### src/rtl/ysyx_25040129_pkg.sv
// Shared types for the ysyx_25040129 memory arbiter.
// Holds the arbiter FSM state encoding, the master identifiers and the
// AXI burst/response constants. There are no ports.
package ysyx_25040129_pkg;

  typedef enum logic [2:0] {
    S_IDLE  = 3'd0,
    S_IC_AR = 3'd1,
    S_IC_R  = 3'd2,
    S_LS_AR = 3'd3,
    S_LS_R  = 3'd4,
    S_LS_W  = 3'd5,
    S_LS_B  = 3'd6
  } state_e;

  typedef enum logic {
    M_IC = 1'b0,
    M_LS = 1'b1
  } master_e;

  localparam logic [1:0] INCR = 2'b01;
  localparam logic [1:0] OKAY = 2'b00;

endpackage

### src/rtl/ysyx_25040129_rr_pick2.sv
// Two-requester round-robin picker: combinational pick plus registered last grant.
// Ports: clk_i/rst_i; req_ic_i/req_ls_i requests; upd_i commits the pick;
//        gnt_vld_o any request present; gnt_o chosen master.
module ysyx_25040129_rr_pick2
  import ysyx_25040129_pkg::*;
(
  input  logic    clk_i,
  input  logic    rst_i,
  input  logic    req_ic_i,
  input  logic    req_ls_i,
  input  logic    upd_i,
  output logic    gnt_vld_o,
  output master_e gnt_o
);

  master_e last_q;
  master_e last_d;

  always_comb begin
    gnt_vld_o = req_ic_i | req_ls_i;
    if (req_ic_i && req_ls_i) begin
      // Contention: the master that did not win last time goes now.
      gnt_o = (last_q == M_IC) ? M_LS : M_IC;
    end else begin
      gnt_o = req_ls_i ? M_LS : M_IC;
    end
    last_d = (upd_i && gnt_vld_o) ? gnt_o : last_q;
  end

  // Reset value ICACHE means the LSU wins the first contention.
  always_ff @(posedge clk_i) begin
    if (rst_i) last_q <= M_IC;
    else       last_q <= last_d;
  end

endmodule

### src/rtl/ysyx_25040129_mem_arb.sv
// Two-master (ICACHE read-only, LSU read/write) to one-slave AXI arbiter.
// Ports: ic_* ICACHE AR/R; lsu_* LSU AR/R/AW/W/B; mem_* downstream mirror.
// Whole transactions are granted round-robin; data paths are combinational.
module ysyx_25040129_mem_arb
  import ysyx_25040129_pkg::*;
(
  input  logic        clk_i,
  input  logic        rst_i,
  // ICACHE
  input  logic [31:0] ic_araddr_i,
  input  logic        ic_arvalid_i,
  input  logic [7:0]  ic_arlen_i,
  input  logic [1:0]  ic_arburst_i,
  output logic        ic_arready_o,
  output logic [31:0] ic_rdata_o,
  output logic [1:0]  ic_rresp_o,
  output logic        ic_rvalid_o,
  output logic        ic_rlast_o,
  input  logic        ic_rready_i,
  // LSU
  input  logic [31:0] lsu_araddr_i,
  input  logic        lsu_arvalid_i,
  output logic        lsu_arready_o,
  output logic [31:0] lsu_rdata_o,
  output logic [1:0]  lsu_rresp_o,
  output logic        lsu_rvalid_o,
  input  logic        lsu_rready_i,
  input  logic [31:0] lsu_awaddr_i,
  input  logic        lsu_awvalid_i,
  output logic        lsu_awready_o,
  input  logic [31:0] lsu_wdata_i,
  input  logic [3:0]  lsu_wstrb_i,
  input  logic        lsu_wvalid_i,
  output logic        lsu_wready_o,
  output logic [1:0]  lsu_bresp_o,
  output logic        lsu_bvalid_o,
  input  logic        lsu_bready_i,
  // Downstream memory bus
  output logic [31:0] mem_araddr_o,
  output logic        mem_arvalid_o,
  output logic [7:0]  mem_arlen_o,
  output logic [1:0]  mem_arburst_o,
  input  logic        mem_arready_i,
  input  logic [31:0] mem_rdata_i,
  input  logic [1:0]  mem_rresp_i,
  input  logic        mem_rvalid_i,
  input  logic        mem_rlast_i,
  output logic        mem_rready_o,
  output logic [31:0] mem_awaddr_o,
  output logic        mem_awvalid_o,
  output logic [7:0]  mem_awlen_o,
  output logic [1:0]  mem_awburst_o,
  input  logic        mem_awready_i,
  output logic [31:0] mem_wdata_o,
  output logic [3:0]  mem_wstrb_o,
  output logic        mem_wvalid_o,
  output logic        mem_wlast_o,
  input  logic        mem_wready_i,
  input  logic [1:0]  mem_bresp_i,
  input  logic        mem_bvalid_i,
  output logic        mem_bready_o
);

  state_e  state_q;
  logic    aw_done_q;
  logic    w_done_q;
  logic    gnt_vld;
  master_e gnt;
  logic    ar_hs, r_hs, aw_hs, w_hs, b_hs;

  ysyx_25040129_rr_pick2 u_pick (
    .clk_i     (clk_i),
    .rst_i     (rst_i),
    .req_ic_i  (ic_arvalid_i),
    .req_ls_i  (lsu_arvalid_i | lsu_awvalid_i),
    .upd_i     (state_q == S_IDLE),
    .gnt_vld_o (gnt_vld),
    .gnt_o     (gnt)
  );

  assign ar_hs = mem_arvalid_o & mem_arready_i;
  assign r_hs  = mem_rvalid_i  & mem_rready_o;
  assign aw_hs = mem_awvalid_o & mem_awready_i;
  assign w_hs  = mem_wvalid_o  & mem_wready_i;
  assign b_hs  = mem_bvalid_i  & mem_bready_o;

  always_ff @(posedge clk_i) begin
    if (rst_i) begin
      state_q   <= S_IDLE;
      aw_done_q <= 1'b0;
      w_done_q  <= 1'b0;
    end else begin
      case (state_q)
        S_IDLE: begin
          if (gnt_vld) begin
            if (gnt == M_LS) state_q <= lsu_awvalid_i ? S_LS_W : S_LS_AR;
            else             state_q <= S_IC_AR;
          end
        end
        S_IC_AR: if (ar_hs) state_q <= S_IC_R;
        S_IC_R:  if (r_hs && mem_rlast_i) state_q <= S_IDLE;
        S_LS_AR: if (ar_hs) state_q <= S_LS_R;
        // LSU reads are single-beat; rlast is not trusted here.
        S_LS_R:  if (r_hs) state_q <= S_IDLE;
        S_LS_W: begin
          // AW and W may complete in either order or in the same cycle.
          if ((aw_done_q | aw_hs) && (w_done_q | w_hs)) begin
            state_q   <= S_LS_B;
            aw_done_q <= 1'b0;
            w_done_q  <= 1'b0;
          end else begin
            aw_done_q <= aw_done_q | aw_hs;
            w_done_q  <= w_done_q | w_hs;
          end
        end
        S_LS_B:  if (b_hs) state_q <= S_IDLE;
        default: state_q <= S_IDLE;
      endcase
    end
  end

  // Write address/data payloads only ever come from the LSU.
  assign mem_awaddr_o  = lsu_awaddr_i;
  assign mem_awlen_o   = 8'd0;
  assign mem_awburst_o = INCR;
  assign mem_wdata_o   = lsu_wdata_i;
  assign mem_wstrb_o   = lsu_wstrb_i;
  assign mem_wlast_o   = 1'b1;

  always_comb begin
    mem_araddr_o  = lsu_araddr_i;
    mem_arlen_o   = 8'd0;
    mem_arburst_o = INCR;
    mem_arvalid_o = 1'b0;
    mem_rready_o  = 1'b0;
    mem_awvalid_o = 1'b0;
    mem_wvalid_o  = 1'b0;
    mem_bready_o  = 1'b0;
    ic_arready_o  = 1'b0;
    ic_rdata_o    = 32'd0;
    ic_rresp_o    = OKAY;
    ic_rvalid_o   = 1'b0;
    ic_rlast_o    = 1'b0;
    lsu_arready_o = 1'b0;
    lsu_rdata_o   = 32'd0;
    lsu_rresp_o   = OKAY;
    lsu_rvalid_o  = 1'b0;
    lsu_awready_o = 1'b0;
    lsu_wready_o  = 1'b0;
    lsu_bresp_o   = OKAY;
    lsu_bvalid_o  = 1'b0;
    case (state_q)
      S_IC_AR: begin
        mem_araddr_o  = ic_araddr_i;
        mem_arlen_o   = ic_arlen_i;
        mem_arburst_o = ic_arburst_i;
        mem_arvalid_o = ic_arvalid_i;
        ic_arready_o  = mem_arready_i;
      end
      S_IC_R: begin
        ic_rdata_o   = mem_rdata_i;
        ic_rresp_o   = mem_rresp_i;
        ic_rvalid_o  = mem_rvalid_i;
        ic_rlast_o   = mem_rlast_i;
        mem_rready_o = ic_rready_i;
      end
      S_LS_AR: begin
        mem_arvalid_o = lsu_arvalid_i;
        lsu_arready_o = mem_arready_i;
      end
      S_LS_R: begin
        lsu_rdata_o  = mem_rdata_i;
        lsu_rresp_o  = mem_rresp_i;
        lsu_rvalid_o = mem_rvalid_i;
        mem_rready_o = lsu_rready_i;
      end
      S_LS_W: begin
        // Mask each channel once it has handshaken so it is never reissued.
        mem_awvalid_o = lsu_awvalid_i & ~aw_done_q;
        lsu_awready_o = mem_awready_i & ~aw_done_q;
        mem_wvalid_o  = lsu_wvalid_i & ~w_done_q;
        lsu_wready_o  = mem_wready_i & ~w_done_q;
      end
      S_LS_B: begin
        lsu_bresp_o  = mem_bresp_i;
        lsu_bvalid_o = mem_bvalid_i;
        mem_bready_o = lsu_bready_i;
      end
      default: ;
    endcase
  end

endmodule
### config.mk
export PLATFORM = sky130hd
export DESIGN_NAME = ysyx_25040129_mem_arb
export DESIGN_NICKNAME = d
export VERILOG_FILES = /design/src/rtl/ysyx_25040129_pkg.sv /design/src/rtl/ysyx_25040129_rr_pick2.sv /design/src/rtl/ysyx_25040129_mem_arb.sv
export SDC_FILE = /design/constraint.sdc
export NUM_CORES = 1
export LEC_CHECK = 0
export CAP_MARGIN = 20
export CORE_AREA = 10 10 147 149
export CTS_CLUSTER_DIAMETER = 40
export DETAILED_ROUTE_END_ITERATION = 6
export DIE_AREA = 0 0 157 159
export PLACE_DENSITY_LB_ADDON = 0.15
export SLEW_MARGIN = 20
export SYNTH_ARGS = -nofsm -noshare
export SYNTH_HDL_FRONTEND = slang
export SYNTH_SLANG_ARGS = --single-unit
### constraint.sdc
create_clock -name clk_i -period 4.7 [get_ports clk_i]
set_input_delay 0.705 -clock clk_i [delete_from_list [all_inputs] [get_ports clk_i]]
set_output_delay 0.705 -clock clk_i [all_outputs]
set_load 0.1 [all_outputs]
======== After elaboration in Yosys (flattened, before gate mapping) ========
Cells that the tools add are included.
storage, ports and cells
  output and inout port bits .............. 204
  logic and storage cells ................. 74
  bits of input ports ..................... 193
  bits in registers ....................... 6
cells by class
  equality and inequality tests ........... 13
  multiplexer cells ....................... 36
  reduce and logical (&&, ||, !) cells .... 6
  bitwise operators ....................... 15
operator list
  kind                count
  $mux 32             3
  $mux 3              9
  $pmux 3 s7          1
  $mux 1              16
  $ne 2x2->1 const B  7
  $and 1x1->1         9
  $eq 3x3->1 const B  3
  $mux 2              4
  $mux 8              1
  $reduce_and 7->1    1
  $eq 3x2->1 const B  2
  $logic_and 1x1->1   4
  $or 1x1->1          4
  $pmux 1 s2          2
  $eq 3x1->1 const B  1
  $logic_not 3->1     1
  $not 1->1           2

======== Depth between registers and ports, before layout ========
Gate-level depths: netlist of the first run.
  word-level depth ........................ 8
  mapped depth ............................ 6
  depth with buffers taken out ............ 5

======== Cells and area by module ========
A second synthesis of the first run with hierarchy kept.
unflattened totals
  cell total of the unflattened synthesis .. 279
  area, all modules ....................... 2060.7 sq um
modules (own cells, without submodules)
  module                  cells each  area an instance (sq um)  times used  sequential area each (sq um)
  ysyx_25040129_mem_arb   273         2000.7                    1           100.1
  ysyx_25040129_rr_pick2  6           60.1                      1           20.0

======== Least setup slack after synthesis of the first run ========
Ideal clock, no wire load.
  path type ............................... register -> output
  start point ............................. register state_q[0]
  end point ............................... output lsu_awready_o
  data arrival time ....................... 3.058 ns
  slack ................................... 0.937 ns
  stages on the path, launching flop included .. 4
  required time ........................... 3.995 ns
  buffers on the path ..................... 0
  path through ............................ dfxtp_1 -> nor2b_1 -> nand2_1 -> nor3b_1
between the ends
  cells in the longest elaborated chain, start to end .. 2
ends and longest elaborated chain
  what                    line                          source
  start, declared         ysyx_25040129_mem_arb.sv:64   state_e state_q;
  start signal, assigned  ysyx_25040129_mem_arb.sv:96   if (gnt == M_LS) state_q <= lsu_awvalid_i ? S_LS_W : S_LS_AR;
  $eq 3x3->1              ysyx_25040129_mem_arb.sv:152  case (state_q)
  $mux 1                  ysyx_25040129_mem_arb.sv:152
  end, declared           ysyx_25040129_mem_arb.sv:30   output logic lsu_awready_o,
No other way between the ends.

======== Worst setup path after layout of the first run ========
  start point ............................. register state_q[1]
  end point ............................... output lsu_bresp_o[0]
between the ends
  cells in the longest elaborated chain, start to end .. 2
ends and longest elaborated chain
  what           line                          source
  $eq 3x3->1     ysyx_25040129_mem_arb.sv:152
  $mux 2         ysyx_25040129_mem_arb.sv:152
  end, declared  ysyx_25040129_mem_arb.sv:35   output logic [1:0] lsu_bresp_o,
No other way between the ends.

==> results of run 1 <==
==> worst paths after layout <==
kind	slack (ns)	cells after the start	start	to
worst min register to register	0.48	1	u_pick.last_q	u_pick.last_q
worst max-delay path	1.11	3	state_q[1]	lsu_bresp_o[0]
worst min-delay path	0.48	1	u_pick.last_q	u_pick.last_q
worst max register to register	2.50	5	state_q[1]	state_q[2]
==> cell usage in the layout (no fill, tap or decap) <==
| master | n |
|---|---|
| nor2b_1 | 2 |
| a21oi_1 | 7 |
| mux2_1 | 32 |
| nor3_1 | 7 |
| and2_1 | 81 |
| a311oi_1 | 1 |
| a22o_1 | 1 |
| o21ai_1 | 1 |
| dfxtp_1 | 6 |
| nand3_1 | 1 |
| nor2_1 | 6 |
| nand2_1 | 3 |
| and3_1 | 4 |
| a32oi_1 | 1 |
| conb_1 | 11 |
| o21ai_0 | 2 |
| nor2b_2 | 1 |
| a41oi_1 | 1 |
| inv_1 | 2 |
| nor3b_4 | 1 |
| o21bai_1 | 1 |
| clkbuf_16 | 3 |
| nor4b_1 | 1 |
| a31oi_1 | 2 |
| buf_16 | 1 |
| or3_1 | 2 |
| buf_4 | 83 |
| a21boi_0 | 1 |
| or2_2 | 1 |
| nand2b_1 | 2 |
| nor2_4 | 1 |
| nor3b_1 | 3 |
| clkdlybuf4s50_1 | 169 |
| o21ba_1 | 1 |
| mux2i_1 | 2 |
| or4_1 | 1 |
==> flip-flops by register name, summed over array words and instances, names as in the netlist <==
signal	count
aw_done_q	1
state_q	3
u_pick.last_q	1
w_done_q	1
==> cell type report <==
type                    instances  area (um2)
repair buffers                253        2342
well taps                     234       292.8
inverters                       2       7.507
flip-flops and latches          6       120.1
multi-input cells             181        1271
fillers                      2057       14470
clock buffers                   3       75.07
==> power groups by stage <==
stage                     Combinational [uW]  Clock (uW)  Sequential (uW)
after floorplan                         2500           0             84.6
after CTS                               2860         140              109
final                                   2860         137              108
after global placement                  2880           0              111
after global routing                    2970         145              113
after detailed placement                2860           0              109
==> Yosys cell counts, types with 2 or more instances <==
library cell,count
and2_1,81
buf_4,81
mux2_1,32
clkbuf_1,8
a21oi_1,7
nor2_1,7
nor3_1,7
dfxtp_1,6
and3_1,4
buf_2,3
nand2_1,3
nor2b_1,3
nor3b_1,3
a31oi_1,2
conb_1,2
inv_1,2
mux2i_1,2
nand2b_1,2
o21ai_0,2
or3_1,2
==> stage by stage <==
step | cell area [um2] | setup WS (ns)
6_report | 4109 | 1.110
5_1_grt | 4109 | 0.9884
4_1_cts | 4081 | 1.066
3_5_place_dp | 4006 | 1.311
3_3_place_gp | 4006 | 1.276
2_1_floorplan | 2036 | 0.9370
==> layer usage <==
| layer | wire length, um | track usage [%] | vias to the layer above | part of all wire, % |
|---|---|---|---|---|
| met5 | 0 | 0 | - | 0 |
| met4 | 271 | 2.532 | 0 | 2.2 |
| met3 | 1584 | 4.047 | 26 | 13 |
| met2 | 6593 | 17.46 | 182 | 53 |
| met1 | 3884 | 8.046 | 1067 | 31 |
| li1 | - | - | 1145 | - |
==> logic make-up (layout without fill, tap and decap cells) <==
kind of cell | count (synthesis) | count (layout) | share of synthesized area (%)
compound gates | 19 | 19 | 6.125
buf+inv | 94 | 258 | 33.00
flops | 6 | 6 | 6.000
mux | 34 | 34 | 19.00
simple gates | 117 | 117 | 35.50
other cells | 2 | 11 | 0.3751
==> run_results.csv, run 1 <==
group,metric,value,unit
clock_network,cts.sink_count,6,
synth,yosys_warnings,0,
pwr,p_leak,0.001695,uW
layout,fin_cells,679,
layout,antenna_cells,0,
drt,vias_per_cell,3.564,
pwr,p_sw,2277,uW
pwr,p_int,822.5,uW
drt,drc,0,
clock_network,cts_buffer_depth,2,
clock_network,clk_latency,0.23,ns
layout,area_delta_synth_final,105.2,%
drt,drtIter0Drc,35,
run_status,status,"finished, final reports clean",
setup_path,required,3.99,ns
grt,grt_max_degree,42,
timing,worstMarginPinSlew,1.034,ns
clock_network,cts.hold.buffers_added,0,
pwr,power_density,754.4,nW/um2
setup_path,path_buf_inv,1,
place,place.gp.congestion,0.7124,
synth,post_synth.cell_area_avg,7.360,um2
timing,timing.final.crit_share,76.39,%
drt,wirelength,12330,um
place,hpwlAfterDp,10980,um
grt,grt_use_total,9.003,%
setup_path,critPathCaptureType,"primary output",
setup_path,cp_cell_sequence,"nor2b_1 -> and3_1 -> clkdlybuf4s50_1",
synth,yosysUniqueCellTypes,33,
synth,synthTopCellsByArea,"buf_4 (30%), and2_1 (25%), mux2_1 (18%)",
floorplanning,die-area,24960,um2
synth,yosysSeqAreaShare,6.000,%
setup_path,cpPeakStageDelay,1.15,ns
place,port_buffers,249,
drt,drt-pass1-iter-count,4,
clock_network,cts_setup_buffers,0,
setup_path,crit_slowest_cell,"clkdlybuf4s50_1",
floorplanning,die_h,159,um
drt,ant_nets,0,
timing,slew_headroom,30.87,%
setup_path,critPathMaxFanout,14,
setup_path,crit_arrival,2.89,ns
min_path,hp-class,"flip-flop to flip-flop",
clock_network,cts_tree,"yes",
floorplanning,start_util,10.77,%
drt,drt-wirelength-per-cell,18.16,um
synth,yosys_most_used_dff,"dfxtp_1",
layout,fin_nets,640,
timing,hold_violations,0,
pwr,p_seq_share,3.5,%
pwr,total_power,3100,uW
timing,setup_viol,0,
timing,grt_setup_unrepaired,"false",
synth,syn_inst,272,
floorplanning,dieWidth,157,um
clock_network,cts_buffers,3,
synth,yosysTopAreaCellShare,30.38,%
clock_network,ctsResizeCount,0,
setup_path,crit_family,"buffers and inverters",
drt,num_vias,2420,
timing,finalMaxSlewViolations,0,
grt,grt_pass1_vias,2574,
grt,antenna_found_initial,0,
clock_network,clk_pin_slew,0.03,ns
pwr,pwr-share-comb,92.1,%
timing,finalClockSkew,0.001071,ns
synth,synth-seq-cells,6,
clock_network,cts_root_buf,"clkbuf_16",
synth,synth_area,2002,um2
pwr,sw_frac_of_total,73.47,%
synth,synthArstFlopShare,0,%
grt,grt.overflow.total,0,
setup_path,crit_type,"flip-flop to primary output",
timing,fin_crit,3.590,ns
layout,drive_gt1_share,20.45,%
timing,finalSetupTns,0,ns
place,dp.cells,675,
grt,grt_pass1_wl,17540,um
synth,yosysTopAreaCell,"buf_4",
pwr,worst_ir_drop_vdd,0.1857,mV
timing,max_freq,278.5,MHz
floorplanning,num_io_pins,397,
floorplanning,row_count,50,
synth,synth_edf_count,0,
clock_network,htreeDepth,1,
timing,fin_hold_ws,0.4791,ns
setup_path,cp-start-kind,"flip-flop",
pwr,clkPwrFrac,4.4,%
floorplanning,core-area,18580,um2
flow_run,max-cap-violations,0,
layout,final_core_util,22.11,%
No activity file was read; power rests on OpenSTA's default activity.
==> run 2: changes to the inputs <==
--- a/config.mk
+++ b/config.mk
@@ -6,10 +6,10 @@
 export NUM_CORES = 1
 export LEC_CHECK = 0
 export CAP_MARGIN = 20
-export CORE_AREA = 10 10 147 149
+export CORE_AREA = 10 10 145 147
 export CTS_CLUSTER_DIAMETER = 40
 export DETAILED_ROUTE_END_ITERATION = 6
-export DIE_AREA = 0 0 157 159
+export DIE_AREA = 0 0 155 157
 export PLACE_DENSITY_LB_ADDON = 0.15
 export SLEW_MARGIN = 20
 export SYNTH_ARGS = -nofsm -noshare
==> constraint.sdc (replaced) <==
create_clock -name clk_i -period 3.3 [get_ports clk_i]
set_input_delay 0.495 -clock clk_i [delete_from_list [all_inputs] [get_ports clk_i]]
set_output_delay 0.495 -clock clk_i [all_outputs]
set_load 0.1 [all_outputs]
==> run_results.csv, run 2 (synthesis results as in run 1) <==
group,metric,value,unit
clock_network,clk_pin_slew,0.03,ns
timing,fin_crit,2.679,ns
clock_network,ctsResizeCount,0,
place,dp_slack,0.8166,ns
setup_path,critPathCaptureType,"primary output",
clock_network,clk_latency,0.23,ns
floorplanning,die-area,24340,um2
grt,grt_max_degree,42,
setup_path,path_buf_inv,2,
timing,hold_violations,0,
pwr,power_density,1026,nW/um2
timing,finalMaxSlewViolations,0,
flow_run,max-cap-violations,0,
drt,drc,0,
run_status,status,"finished, final reports clean",
setup_path,cpPeakStageDelay,0.45,ns
layout,antenna_cells,0,
clock_network,cts.hold.buffers_added,0,
setup_path,crit_end,"mem_araddr_o[14]",
place,dp.cells,676,
timing,slew_headroom,63.06,%
layout,final_common_cell,"clkdlybuf4s50_1",
floorplanning,num_io_pins,397,
drt,vias_per_cell,3.567,
drt,ant_nets,0,
drt,drt-wirelength-per-cell,17.84,um
setup_path,crit_arrival,2.18,ns
place,hpwlAfterDp,10860,um
floorplanning,row_count,50,
layout,fin_cells,679,
setup_path,r2r_slack,1.38,ns
setup_path,r2r_cells,5,
timing,worstMarginPinSlew,0.5499,ns
timing,finalClockSkew,0.0001057,ns
setup_path,crit_family,"buffers and inverters",
setup_path,cp-start-kind,"flip-flop",
place,place.gp.congestion,0.7561,
pwr,total_power,5096,uW
setup_path,r2r-start,"state_q[2]",
clock_network,cts_root_buf,"clkbuf_16",
layout,layout_common_cells,"clkdlybuf4s50_1 (124), and2_1 (81), buf_12 (79)",
grt,antenna_found_initial,0,
clock_network,cts_tree,"yes",
drt,drtIter0Drc,53,
setup_path,required,2.80,ns
floorplanning,core-area,18330,um2
floorplanning,start_util,10.92,%
clock_network,cts_buffers,3,
timing,layout_setup_ws,0.6210,ns
drt,wirelength,12110,um
clock_network,cts_buffer_depth,2,
floorplanning,die_h,157,um
grt,grt_use_total,8.753,%
setup_path,crit_slowest_cell,"dfxtp_1",
grt,grt.overflow.total,0,
setup_path,rr_endpoint,"state_q[2]",
timing,timing.final.crit_share,81.18,%
setup_path,cp-startpoint,"state_q[2]",
clock_network,cts.sink_count,6,
floorplanning,dieWidth,155,um
timing,setup_viol,0,
setup_path,crit_type,"flip-flop to primary output",
layout,area_delta_synth_final,148.0,%
timing,finalSetupTns,0,ns
layout,fin_nets,640,
pwr,p_leak,0.002057,uW
timing,grt_setup_unrepaired,"false",
grt,grt_pass1_wl,16850,um
setup_path,critPathMaxFanout,41,
layout,largest-register,"state_q",
pwr,worst_ir_drop_vdd,0.5695,mV
layout,drive_gt1_share,30.56,%
place,port_buffers,249,
drt,num_vias,2422,
layout,nFillCells,1927,
min_path,hp-class,"flip-flop to flip-flop",
clock_network,cts_setup_buffers,0,
layout,largest_reg_flops,3,
setup_path,cp_cell_sequence,"nand2b_1 -> nor2_4 -> buf_4 -> mux2_1 -> buf_12",
drt,drt-pass1-iter-count,4,
setup_path,cp_num_cells,5,
clock_network,htreeDepth,1,
grt,grt_pass1_vias,2605,
timing,max_freq,373.3,MHz
[run 2: per-layer routing]
layer  global-route usage [%]  share of wire [%]  vias to the layer above
met4                    2.069                1.1                        0
met1                    8.309                 32                     1068
li1                         -                  -                     1150
met5                        0                  0                        -
met2                    16.56                 54                      185
met3                    4.176                 13                       19
[run 2: layout make-up]
cell class,instances,area [um2],share of cell area (%)
clock buffer,3,75.07,1.512
timing repair buffer,253,3198,64.42
tap,234,292.8,5.897
sequential,6,120.1,2.419
inverter,2,7.507,0.1512
multi-input combinational,181,1271,25.60
[run 2: worst min-delay path by stage]
| stage | from | endpoint | slack [ns] | cells after the start |
|---|---|---|---|---|
| after floorplan | u_pick.last_q | u_pick.last_q | 0.44 | 1 |
| after global placement | u_pick.last_q | u_pick.last_q | 0.46 | 1 |
| after detailed placement | u_pick.last_q | u_pick.last_q | 0.47 | 1 |
| after CTS | u_pick.last_q | u_pick.last_q | 0.48 | 1 |
| after global routing | u_pick.last_q | u_pick.last_q | 0.51 | 1 |
| final | u_pick.last_q | u_pick.last_q | 0.48 | 1 |
[run 2: per-stage QoR]
step | hold slack (ns) | utilization [%] | area, um2
2_1_floorplan | 0.4424 | - | 2036
5_1_grt | 0.5108 | 27.09 | 4965
6_report | 0.4812 | 27.09 | 4965
3_5_place_dp | 0.4702 | 26.68 | 4890
4_1_cts | 0.4774 | 27.09 | 4965
3_3_place_gp | 0.4640 | 26.68 | 4890
[run 2: report_power, final]
part / internal [uW] / switching [uW]
sequential: 96.7 / 39.8
clock: 155 / 40.0
combinational: 1490 / 3270
==> run 3: changes to the inputs <==
--- a/config.mk
+++ b/config.mk
@@ -6,10 +6,10 @@
 export NUM_CORES = 1
 export LEC_CHECK = 0
 export CAP_MARGIN = 20
-export CORE_AREA = 10 10 145 147
+export CORE_AREA = 10 10 146 148
 export CTS_CLUSTER_DIAMETER = 40
 export DETAILED_ROUTE_END_ITERATION = 6
-export DIE_AREA = 0 0 155 157
+export DIE_AREA = 0 0 156 158
 export PLACE_DENSITY_LB_ADDON = 0.15
 export SLEW_MARGIN = 20
 export SYNTH_ARGS = -nofsm -noshare
==> constraint.sdc (replaced) <==
create_clock -name clk_i -period 2.8 [get_ports clk_i]
set_input_delay 0.42 -clock clk_i [delete_from_list [all_inputs] [get_ports clk_i]]
set_output_delay 0.42 -clock clk_i [all_outputs]
set_load 0.1 [all_outputs]
==> run_results.csv, run 3 (synthesis results as in run 1) <==
group,metric,value,unit
timing,finalMaxSlewViolations,0,
clock_network,cts.hold.buffers_added,0,
grt,grt_use_total,9.332,%
clock_network,htreeDepth,1,
clock_network,cts_root_buf,"clkbuf_16",
drt,wirelength,12620,um
clock_network,clk_pin_slew,0.03,ns
pwr,power_density,1147,nW/um2
setup_path,crit_type,"flip-flop to primary output",
timing,hold_violations,0,
place,port_buffers,249,
setup_path,critPathMaxFanout,41,
timing,fin_crit,2.313,ns
drt,drc,0,
pwr,sw_frac_of_total,63.28,%
setup_path,critPathCaptureType,"primary output",
timing,timing.final.crit_share,82.61,%
grt,antenna_found_initial,0,
pwr,clkPwrFrac,3.7,%
floorplanning,core-area,18460,um2
place,dp_slack,0.6814,ns
drt,vias_per_cell,3.545,
timing,worstMarginPinSlew,0.5159,ns
run_status,status,"finished, final reports clean",
clock_network,cts_buffer_depth,2,
timing,setup_viol,0,
drt,drtIter0Drc,74,
layout,layout_common_cells,"clkdlybuf4s50_1 (124), buf_12 (123), and2_1 (81)",
pwr,pwr-share-comb,94.0,%
drt,ant_nets,0,
layout,antenna_cells,0,
layout,nFillCells,1882,
clock_network,cts_tree,"yes",
setup_path,crit_arrival,1.89,ns
drt,drt-pass1-iter-count,4,
grt,grt_pass1_wl,17750,um
timing,slew_headroom,65.34,%
grt,grt_max_degree,42,
clock_network,ctsResizeCount,0,
layout,drive_gt1_share,31.25,%
setup_path,rr_endpoint,"state_q[1]",
layout,largest_reg_flops,3,
pwr,p_seq_share,2.4,%
layout,area_delta_synth_final,176.6,%
floorplanning,num_io_pins,397,
floorplanning,dieWidth,156,um
setup_path,crit_end,"mem_araddr_o[9]",
floorplanning,die-area,24650,um2
floorplanning,row_count,50,
drt,num_vias,2418,
floorplanning,start_util,10.85,%
timing,grt_setup_unrepaired,"false",
layout,largest-register,"state_q",
pwr,p_sw,4017,uW
setup_path,r2r-start,"state_q[1]",
layout,fin_nets,643,
setup_path,required,2.38,ns
place,hpwlAfterDp,11380,um
place,place.gp.congestion,0.7883,
setup_path,cp-startpoint,"state_q[0]",
pwr,worst_ir_drop_vdd,0.3597,mV
flow_run,max-cap-violations,0,
pwr,p_int,2332,uW
drt,drt-wirelength-per-cell,18.50,um
timing,max_freq,432.3,MHz
timing,layout_setup_ws,0.4870,ns
setup_path,cp-start-kind,"flip-flop",
floorplanning,die_h,158,um
min_path,hp-class,"flip-flop to flip-flop",
grt,grt_pass1_vias,2600,
setup_path,r2r_slack,1.07,ns
clock_network,cts.sink_count,6,
timing,finalClockSkew,0.0004663,ns
clock_network,clk_latency,0.23,ns
clock_network,cts_buffers,3,
setup_path,r2r_cells,6,
clock_network,cts_setup_buffers,0,
timing,finalSetupTns,0,ns
grt,grt.overflow.total,0,
pwr,p_leak,0.002202,uW
layout,final_common_cell,"clkdlybuf4s50_1",
==> run 3: changes by cell type in the layout (fill, tap and decap cells not counted) <==
cell     before  now
buf_12       79  123
nor3b_2       0    1
nor3b_4       1    0
nor3_1        7    6
buf_4        50    9
nor3_2        0    1
==> run 3: per-stage QoR <==
step / util, % / area (um2) / hold slack (ns) / instances / power, uW
5_1_grt: 30.00 / 5537 / 0.5423 / 682 / 6578
3_3_place_gp: 29.59 / 5461 / 0.4615 / 679 / 6198
6_report: 30.00 / 5537 / 0.4792 / 682 / 6349
4_1_cts: 30.00 / 5537 / 0.4779 / 682 / 6435
3_5_place_dp: 29.59 / 5461 / 0.4692 / 679 / 6198
2_1_floorplan: - / 2041 / 0.4424 / 281 / 4338
==> run 3: final cells by class <==
type                       instances  area, um2  share of cell area [%]
clock buffer                       3      75.07                   1.356
inverter                           2      7.507                  0.1356
timing repair buffer             256       3771                   68.11
sequential                         6      120.1                   2.169
multi-input combinational        181       1270                   22.94
tap                              234      292.8                   5.288
==> run 3: worst min-delay path by stage <==
stage | endpoint | depth (start not counted) | from
2_1_floorplan | u_pick.last_q | 1 | u_pick.last_q
3_3_place_gp | u_pick.last_q | 1 | u_pick.last_q
3_5_place_dp | u_pick.last_q | 1 | u_pick.last_q
4_1_cts | u_pick.last_q | 1 | u_pick.last_q
5_1_grt | u_pick.last_q | 1 | u_pick.last_q
6_report | u_pick.last_q | 1 | u_pick.last_q
==> run 3: metal layers <==
layer	up-vias	GRT usage (%)	share of wire (%)
met5	-	0	0
met4	0	2.653	2.2
met3	28	5.265	15
met2	174	17.25	53
met1	1061	8.583	30
li1	1155	-	-
==> run 3: worst max-delay path, stage by stage, from the launching register on <==
cell	delay (ns)
dfxtp_1	0.46
nand2b_1	0.23
nor2_4	0.15
buf_12	0.22
mux2_1	0.39
buf_12	0.18
==> run 3: power by group through the flow <==
stage                     Combinational (uW)  Sequential [uW]  Clock, uW
after floorplan                         4200              142          0
after global placement                  6050              150          0
after detailed placement                6050              152          0
after CTS                               6050              150        232
after global routing                    6180              157        241
final                                   5970              150        232
